==> src/rtl/word_stream_pkg.sv <==
// word_stream_pkg: shared FSM state type, LFSR constants and step function
package word_stream_pkg;
  typedef enum logic [1:0] {IDLE, RUN, DONE} state_e;
  localparam logic [31:0] LFSR_MASK = 32'h80200003;
  localparam logic [31:0] LFSR_SEED_FIX = 32'h1;
  localparam logic [31:0] EXT_HI = 32'hFFFFFFFF;
  localparam logic [31:0] EXT_LO = 32'h0;
  function automatic logic [31:0] lfsr_step(input logic [31:0] x);
    return {1'b0, x[31:1]} ^ (x[0] ? LFSR_MASK : 32'h0);
  endfunction
endpackage

==> src/rtl/stream_lfsr.sv <==
// stream_lfsr: 32-bit Galois LFSR register with load and advance enables
// Ports: clk, rst (async active-low, clears q); load/load_val overwrite q;
// adv steps q once; q is the current register value.
module stream_lfsr
  import word_stream_pkg::*;
(
  input  logic        clk,
  input  logic        rst,
  input  logic        load,
  input  logic        adv,
  input  logic [31:0] load_val,
  output logic [31:0] q
);
  logic [31:0] q_d, q_q;
  always_comb q_d = load ? load_val : adv ? lfsr_step(q_q) : q_q;
  always_ff @(posedge clk or negedge rst)
    if (!rst) q_q <= '0;
    else q_q <= q_d;
  assign q = q_q;
endmodule

==> src/rtl/word_stream_gen.sv <==
// word_stream_gen: burst generator of LFSR words over a valid/ready stream
// Ports: clk, rst (async active-low); start/seed/count launch a burst from IDLE;
// out_data/out_valid/out_ready form the stream; busy is high in RUN; done pulses
// once at burst end. Define WORD_STREAM_GEN_EXTREMES_EN to lead every burst with
// 32'hFFFFFFFF then 32'h0 (both counted in count) before the seeded LFSR words.
module word_stream_gen
  import word_stream_pkg::*;
#(
  parameter int DATA_W = 32,
  parameter int CNT_W  = 16
) (
  input  logic              clk,
  input  logic              rst,
  input  logic              start,
  input  logic [31:0]       seed,
  input  logic [CNT_W-1:0]  count,
  output logic [DATA_W-1:0] out_data,
  output logic              out_valid,
  input  logic              out_ready,
  output logic              busy,
  output logic              done
);
  state_e state_q, state_d;
  logic [CNT_W-1:0] cnt_q, cnt_d;
  logic out_valid_q, out_valid_d, busy_q, busy_d, done_q, done_d;
  logic load, adv, xfer, last;
  logic [31:0] load_val, fseed;
`ifdef WORD_STREAM_GEN_EXTREMES_EN
  // ext_q: 0 = showing EXT_HI, 1 = showing EXT_LO, 2 = LFSR phase
  logic [1:0] ext_q, ext_d;
  logic [31:0] seed_q, seed_d;
`endif
  assign xfer = out_valid_q & out_ready;
  // cnt_q holds words still to transfer, so the final transfer sees 1
  assign last = cnt_q == CNT_W'(1);
  assign fseed = (seed == '0) ? LFSR_SEED_FIX : seed;
  always_comb begin
    state_d = state_q;
    cnt_d = cnt_q;
    load = 1'b0;
    adv = 1'b0;
    load_val = fseed;
`ifdef WORD_STREAM_GEN_EXTREMES_EN
    ext_d = ext_q;
    seed_d = seed_q;
`endif
    case (state_q)
      IDLE: if (start) begin
        state_d = (count != '0) ? RUN : DONE;
        cnt_d = count;
        load = count != '0;
`ifdef WORD_STREAM_GEN_EXTREMES_EN
        load_val = EXT_HI;
        seed_d = fseed;
        ext_d = 2'd0;
`endif
      end
      RUN: if (xfer) begin
        cnt_d = cnt_q - CNT_W'(1);
        state_d = last ? DONE : RUN;
`ifdef WORD_STREAM_GEN_EXTREMES_EN
        load = !last && !ext_q[1];
        adv = !last && ext_q[1];
        load_val = ext_q[0] ? seed_q : EXT_LO;
        ext_d = ext_q[1] ? ext_q : ext_q + 2'd1;
`else
        adv = !last;
`endif
      end
      default: state_d = IDLE;
    endcase
    out_valid_d = state_d == RUN;
    busy_d = state_d == RUN;
    done_d = state_d == DONE;
  end
  always_ff @(posedge clk or negedge rst)
    if (!rst) begin
      state_q <= IDLE;
      cnt_q <= '0;
      out_valid_q <= 1'b0;
      busy_q <= 1'b0;
      done_q <= 1'b0;
`ifdef WORD_STREAM_GEN_EXTREMES_EN
      ext_q <= 2'd0;
      seed_q <= '0;
`endif
    end else begin
      state_q <= state_d;
      cnt_q <= cnt_d;
      out_valid_q <= out_valid_d;
      busy_q <= busy_d;
      done_q <= done_d;
`ifdef WORD_STREAM_GEN_EXTREMES_EN
      ext_q <= ext_d;
      seed_q <= seed_d;
`endif
    end
  stream_lfsr u_lfsr (
    .clk      (clk),
    .rst      (rst),
    .load     (load),
    .adv      (adv),
    .load_val (load_val),
    .q        (out_data)
  );
  assign out_valid = out_valid_q;
  assign busy = busy_q;
  assign done = done_q;
endmodule

==> config.mk <==
export PLATFORM = sky130hd
export DESIGN_NAME = word_stream_gen
export DESIGN_NICKNAME = d
export VERILOG_FILES = /design/src/rtl/word_stream_pkg.sv /design/src/rtl/stream_lfsr.sv /design/src/rtl/word_stream_gen.sv
export SDC_FILE = /design/constraint.sdc
export NUM_CORES = 1
export LEC_CHECK = 0
export BUFFER_PORTS_ARGS = -buffer_cell sky130_fd_sc_hd__buf_2
export CAP_MARGIN = 20
export CORE_ASPECT_RATIO = 2
export CORE_UTILIZATION = 46
export CTS_CLUSTER_SIZE = 14
export DETAILED_ROUTE_END_ITERATION = 8
export PLACE_DENSITY = 0.78
export SLEW_MARGIN = 25
export SYNTH_ARGS = -nofsm -noshare
export SYNTH_HDL_FRONTEND = slang
export SYNTH_SLANG_ARGS = --single-unit
==> constraint.sdc <==
create_clock -name clk -period 2.3 [get_ports clk]
set_input_delay 0.345 -clock clk [delete_from_list [all_inputs] [get_ports clk]]
set_output_delay 0.345 -clock clk [all_outputs]
set_load 0.01 [all_outputs]
# After elaboration in Yosys (flattened, before gate mapping)
# Index checks and enable logic that the tools add are counted.
[op_classes]
eq_ne = 6
n_bitwise = 2
reduce_logical = 7
addsub = 1
n_mux = 16
[op_table]
columns = ["op", "n"]
rows = [
  ["$mux W32", 4],
  ["$logic_not A32 Y1", 1],
  ["$mux W16", 2],
  ["$pmux W16 S2", 1],
  ["$xor A31 B32 Y32", 1],
  ["$eq A16 B1 Y1 const B", 1],
  ["$reduce_bool A16 Y1", 1],
  ["$sub A16 B1 Y16 const B", 1],
  ["$mux W2", 4],
  ["$eq A2 B1 Y1 const B", 2],
  ["$mux W1", 4],
  ["$ne A2 B2 Y1 const B", 2],
  ["$pmux W2 S2", 1],
  ["$reduce_bool A2 Y1", 2],
  ["$reduce_and A3 Y1", 1],
  ["$eq A2 B2 Y1 const B", 1],
  ["$logic_not A2 Y1", 1],
  ["$and A1 B1 Y1", 1],
  ["$logic_not A1 Y1", 1],
]
[totals]
regBits = 52
out_inout_bits = 35

# Depth between registers and ports, before layout
[depth]
depth_word = 6
ltp_mapped = 9

# Modules after synthesis
# Synthesis repeated with hierarchy kept, for this count alone.
[hier_totals]
cells_unflattened = 339
area_unflattened_um2 = 3052.9
[modules_own_cells]
columns = ["module", "n_inst", "seq_area_each_um2", "area_each_um2", "cells_per_inst"]
rows = [
  ["stream_lfsr", 1, 800.8, 1529.0, 143],
  ["word_stream_gen", 1, 500.5, 1524.0, 196],
]

# Worst setup path before layout
# No wires, ideal clock.
[synth_path]
path_type = "reg2reg"
from = "register cnt_q[10]"
to = "register u_lfsr.q_q[26], in the netlist u_lfsr.q[26]"
t_required_ps = 2182
synth_period_minus_slack_ps = 2196
setup_time_ps = 118
path_stages_with_launch = 8
path_buffers = 2
arrival_time_ps = 2078
path_slack_ps = 104
path_cell_list = "dfrtp_1 -> or4_4 -> or3b_1 -> o21a_1 -> buf_6 -> buf_6 -> a22o_1 -> a21o_1"
[synth_between]
elab_chain_cells = 5
[synth_rtl]
columns = ["item", "line", "text"]
rows = [
  ["from (decl)", "word_stream_gen.sv:24", "logic [CNT_W-1:0] cnt_q, cnt_d;"],
  ["from (signal assigned)", "word_stream_gen.sv:89", "cnt_q <= cnt_d;"],
  ["$eq A16 B1 Y1", "word_stream_gen.sv:35", "assign last = cnt_q == CNT_W'(1);"],
  ["$logic_not A1 Y1", "word_stream_gen.sv:67", "adv = !last;"],
  ["$mux W1", "word_stream_gen.sv:58", "RUN: if (xfer) begin"],
  ["$mux W1", "word_stream_gen.sv:47", "case (state_q)"],
  ["$reduce_bool A2 Y1 (no source line)", "--", ""],
  ["to (signal assigned)", "stream_lfsr.sv:18", "else q_q <= q_d;"],
  ["to (decl)", "stream_lfsr.sv:14", "logic [31:0] q_d, q_q;"],
]
# Every way passes these cells.
# A chain may end at the register's enable or synchronous reset.

# Worst setup path in the final report
[layout_path]
from = "register cnt_q[12]"
to = "register u_lfsr.q_q[0], in the netlist u_lfsr.q[0]"
# The elaborated chain is that of the path after synthesis.

==> run summary <==
The floorplan step defined a die boundary enclosing 6220 µm². Global routing consumed, on the met1 layer, 28.2% of the routing resources. In this run, synthesis produced a sequential element count of 52. The tool flagged a number of max-cap violations equal to 0. The type of destination of the critical path was a register. The layout filler cell count was 487. The actual slew at the worst max-slew pin works out to 0.680 ns.

The slowest stage of the critical path is the sky130_fd_sc_hd__or4_4 cell. The first routing iteration left 188 violations. In this run the power density over the cells is 1250 nW/µm². Net count after synthesis: 342. The mean instance size in the synthesized netlist is 9.40 µm², and the all-layer global routing usage is 24.9%. The worst hold path belongs to the class input pin to async pin. The clock passes through at most 2 buffers.

After Yosys synthesis, XOR and XNOR cells account for 0.647% of the synthesized area. The signal on the critical path passes through or4_4 -> or3b_4 -> o21a_1 -> buf_12 -> and3_1 -> a221o_1. The setup path with the least slack is of type register to register. Detailed routing inserted a total of 2748 vias. The die outline height was 111 µm. The final worst-path cycle share works out to 97.2%. Number of H-tree branching levels: 2.

On the worst path, the slowest cell contributes a delay of 0.52 ns. The antenna diode count came out at 0. For the count of synthesis-stage warnings from yosys, the log shows 0. The cell at the root of the clock tree was sky130_fd_sc_hd__clkbuf_16. The tools report the max-slew headroom at the worst pin as 54.7%. The later pin in the worst-skew pair is clocked with a latency of 0.29 ns. For the worst setup path, the data arrival time is 2.41 ns. Overall routed net length: 7530 µm. Along the worst path, the maximum fanout reaches 16. Derived from the worst setup path, the maximum achievable clock frequency is 447 MHz. The tools report the remaining routing DRC violations as 0. The most used flip-flop cell after synthesis is sky130_fd_sc_hd__dfrtp_1.

In this run the core area contains 39 standard-cell rows. For the met3 track utilization from global routing, the log shows 3.75%. The cell area after layout was 3480 µm²; the flop-to-flop setup slack was 0.06 ns. The number of hold violations in the final report was 0; the count of input and output buffers was 86.

The cell count after synthesis is 288, and the cell area after synthesis is 2710 µm². Cell class contributing the biggest share of worst-path delay: simple AND/OR/NAND/NOR gates. In the final layout, the share of cells above drive strength 1 is 30.5%.

The buffering stage count on the worst path with inverters included was 1. The cell depth of the worst flop-to-flop path is 6, and the fraction of the mapped netlist area in adder cells is 0.924%. The sequential share of the synthesized area was 48.1%. The first global-routing pass estimated 12500 µm of wire. The total number of clock tree sinks is 52. The run gives 0 as the number of antenna violations at the first check in global routing. Once layout is complete, the utilization of the core stands at 61.0%.

Estimated wirelength of the detail-placed design: 5550 µm. The layer flagged by global routing as most heavily used is met2. Hold timing on the final database bottoms out at a slack of 0.0769 ns. Clock-pin slew was measured on the worst setup and hold paths at 0.06 ns. Global routing consumed, on the met2 layer, 45.2% of the routing resources.

87 I/O pins were placed. Between clock sinks in the finished design, the worst skew comes to 0.00324 ns. The largest net degree at the start of global routing came out at 28. The run finished with clean final reports. The net count of the finished layout is 436.

Across the whole layout, storage elements account for 1300 µm². The via count of the first global-routing pass came out at 2752. The number of enable-type register cells in the synthesized netlist came out at 0.

Compared with the post-synthesis result, the final layout area differs by 28.7%. For this run, asynchronously set or reset flops after synthesis account for 100%. Routability-driven placement finished with a final weighted congestion of 0.878. The total negative slack for setup checks was 0 ns. IR analysis of the VDD net gives a maximum drop of 804 µV. The die is 56.3 µm wide. Setup violations remaining at the end of the flow were counted as 0. Total CTS buffers: 5.

The detailed-router iteration count before antenna repair was 5. The floorplan step defined a core boundary enclosing 5710 µm². In the layout the commonest cells are sky130_fd_sc_hd__buf_2, sky130_fd_sc_hd__dfrtp_1, sky130_fd_sc_hd__nor2_1, sky130_fd_sc_hd__o21ai_0, sky130_fd_sc_hd__a21oi_1. The required time of the critical path is 2.47 ns, and the mean number of vias per cell is 6.19. The detailed-route wire length per cell works out to 17.0 µm. The run gives 0.00169 µW as the leakage dissipation. TritonCTS built the clock tree. For this configuration, the core starts out at a cell density of 47.4%.

The final period demand of the worst path works out to 2.24 ns. In this run the remaining antenna-violating nets after routing total 0. The worst setup path is launched from a register. The placed instance area is 3310 µm². The logs give 43 for the number of distinct standard cells referenced by the synthesized netlist and 1280 µm² for the combined area of the multi-input logic cells. By area, the combinational part of the netlist is dominated by compound AO/OA/AOI/OAI gates.

After Yosys synthesis, and, or, nand and nor cells account for 18.3% of the synthesized area. The synthesized netlist devotes 27.0% of its cell area to compound gates. After synthesis, the share of cell area in mux cells is 0%. The most common library cell in the layout ignoring fill and taps was sky130_fd_sc_hd__buf_2.

In this run the critical register-to-register path is captured at u_lfsr.q[0]$_DFFE_PN0P_. The launch instance of the worst register-to-register path was cnt_q[12]$_DFFE_PN0P_. For the max-slew violation count, the log shows 0. For this run the aggregate overflow at the end of global routing stands at 0.
[repair_timing]
action | CTS | global route
hold buffers | 0 | 0
buffers inserted | 0 | 2
setup endpoints to repair | 0 | 20
endpoints found under the hold margin | 0 | 0
resized for setup | 0 | 2
[metal layers]
metal	vias up	share of wire [%]	wire length (µm)
li1	1276	-	-
met1	1352	37	2750
met2	100	56	4210
met5	-	0	0
met3	20	4.6	349
met4	0	2.8	214
[cells in the mapped netlist, drive strengths merged, types with 3 or more instances]
| library cell | number | area share, % |
|---|---|---|
| nor2 | 34 | 5.3 |
| nand4 | 5 | 1.2 |
| nand3 | 3 | 0.55 |
| o22a | 3 | 0.97 |
| a21oi | 19 | 3.5 |
| dfrtp | 52 | 48 |
| inv | 10 | 1.4 |
| o2bb2ai | 5 | 1.6 |
| a221o | 9 | 3.3 |
| and2 | 3 | 0.69 |
| a31oi | 3 | 0.69 |
| clkbuf | 12 | 1.7 |
| a22oi | 5 | 1.4 |
| o22ai | 11 | 2.5 |
| nand2 | 16 | 2.2 |
| a22o | 11 | 3.6 |
| nor4 | 14 | 3.2 |
| nor3 | 8 | 1.5 |
| a21o | 12 | 3.3 |
| o21ai | 23 | 4.3 |
| buf | 7 | 1.9 |
[stage by stage]
stage / worst slack (ns) / total power (µW) / instances
floorplan: 0.104 / 2780 / 288
global placement: 0.0832 / 3510 / 434
detailed placement: 0.0557 / 3570 / 434
CTS: 0.0381 / 4330 / 442
global route: -0.00341 / 4640 / 444
finish: 0.0649 / 4340 / 444
[registers in the layout, summed over array words and instances (netlist names)]
| name | cells |
|---|---|
| state_q | 2 |
| busy | 1 |
| u_lfsr.q | 32 |
| cnt_q | 16 |
| done | 1 |
[cell type report]
cell class              instances  area share (%)
clock buffers                   8            4.20
inverters                      10            1.08
multi-input cells             207            36.7
flip-flops and latches         52            37.3
well taps                      61            2.19
repair buffers                106            18.5
[cell families after synthesis]
logic type      count (synthesis)
fa+ha+maj                       2
buf+inv                        29
xor+xnor                        2
simple gates                   96
flops                          52
compound gates                107
[worst max-delay path by stage]
stage                                     start                        to  cells past startpoint
after floorplan           cnt_q[10]$_DFFE_PN0P_  u_lfsr.q[26]$_DFFE_PN0P_                      7
after global placement    cnt_q[12]$_DFFE_PN0P_   u_lfsr.q[0]$_DFFE_PN0P_                      6
after detailed placement  cnt_q[12]$_DFFE_PN0P_   u_lfsr.q[0]$_DFFE_PN0P_                      6
after CTS                 cnt_q[12]$_DFFE_PN0P_   u_lfsr.q[0]$_DFFE_PN0P_                      6
after global routing       cnt_q[1]$_DFFE_PN0P_   u_lfsr.q[0]$_DFFE_PN0P_                      8
final                     cnt_q[12]$_DFFE_PN0P_   u_lfsr.q[0]$_DFFE_PN0P_                      6
[report_power, final]
group | internal (µW) | switching (µW) | leakage, µW
Clock | 435 | 315 | 0.0000712
Combinational | 904 | 982 | 0.000991
Sequential | 1340 | 367 | 0.000624
Total | 2680 | 1660 | 0.00169
Power figures use the tool's default switching activity.
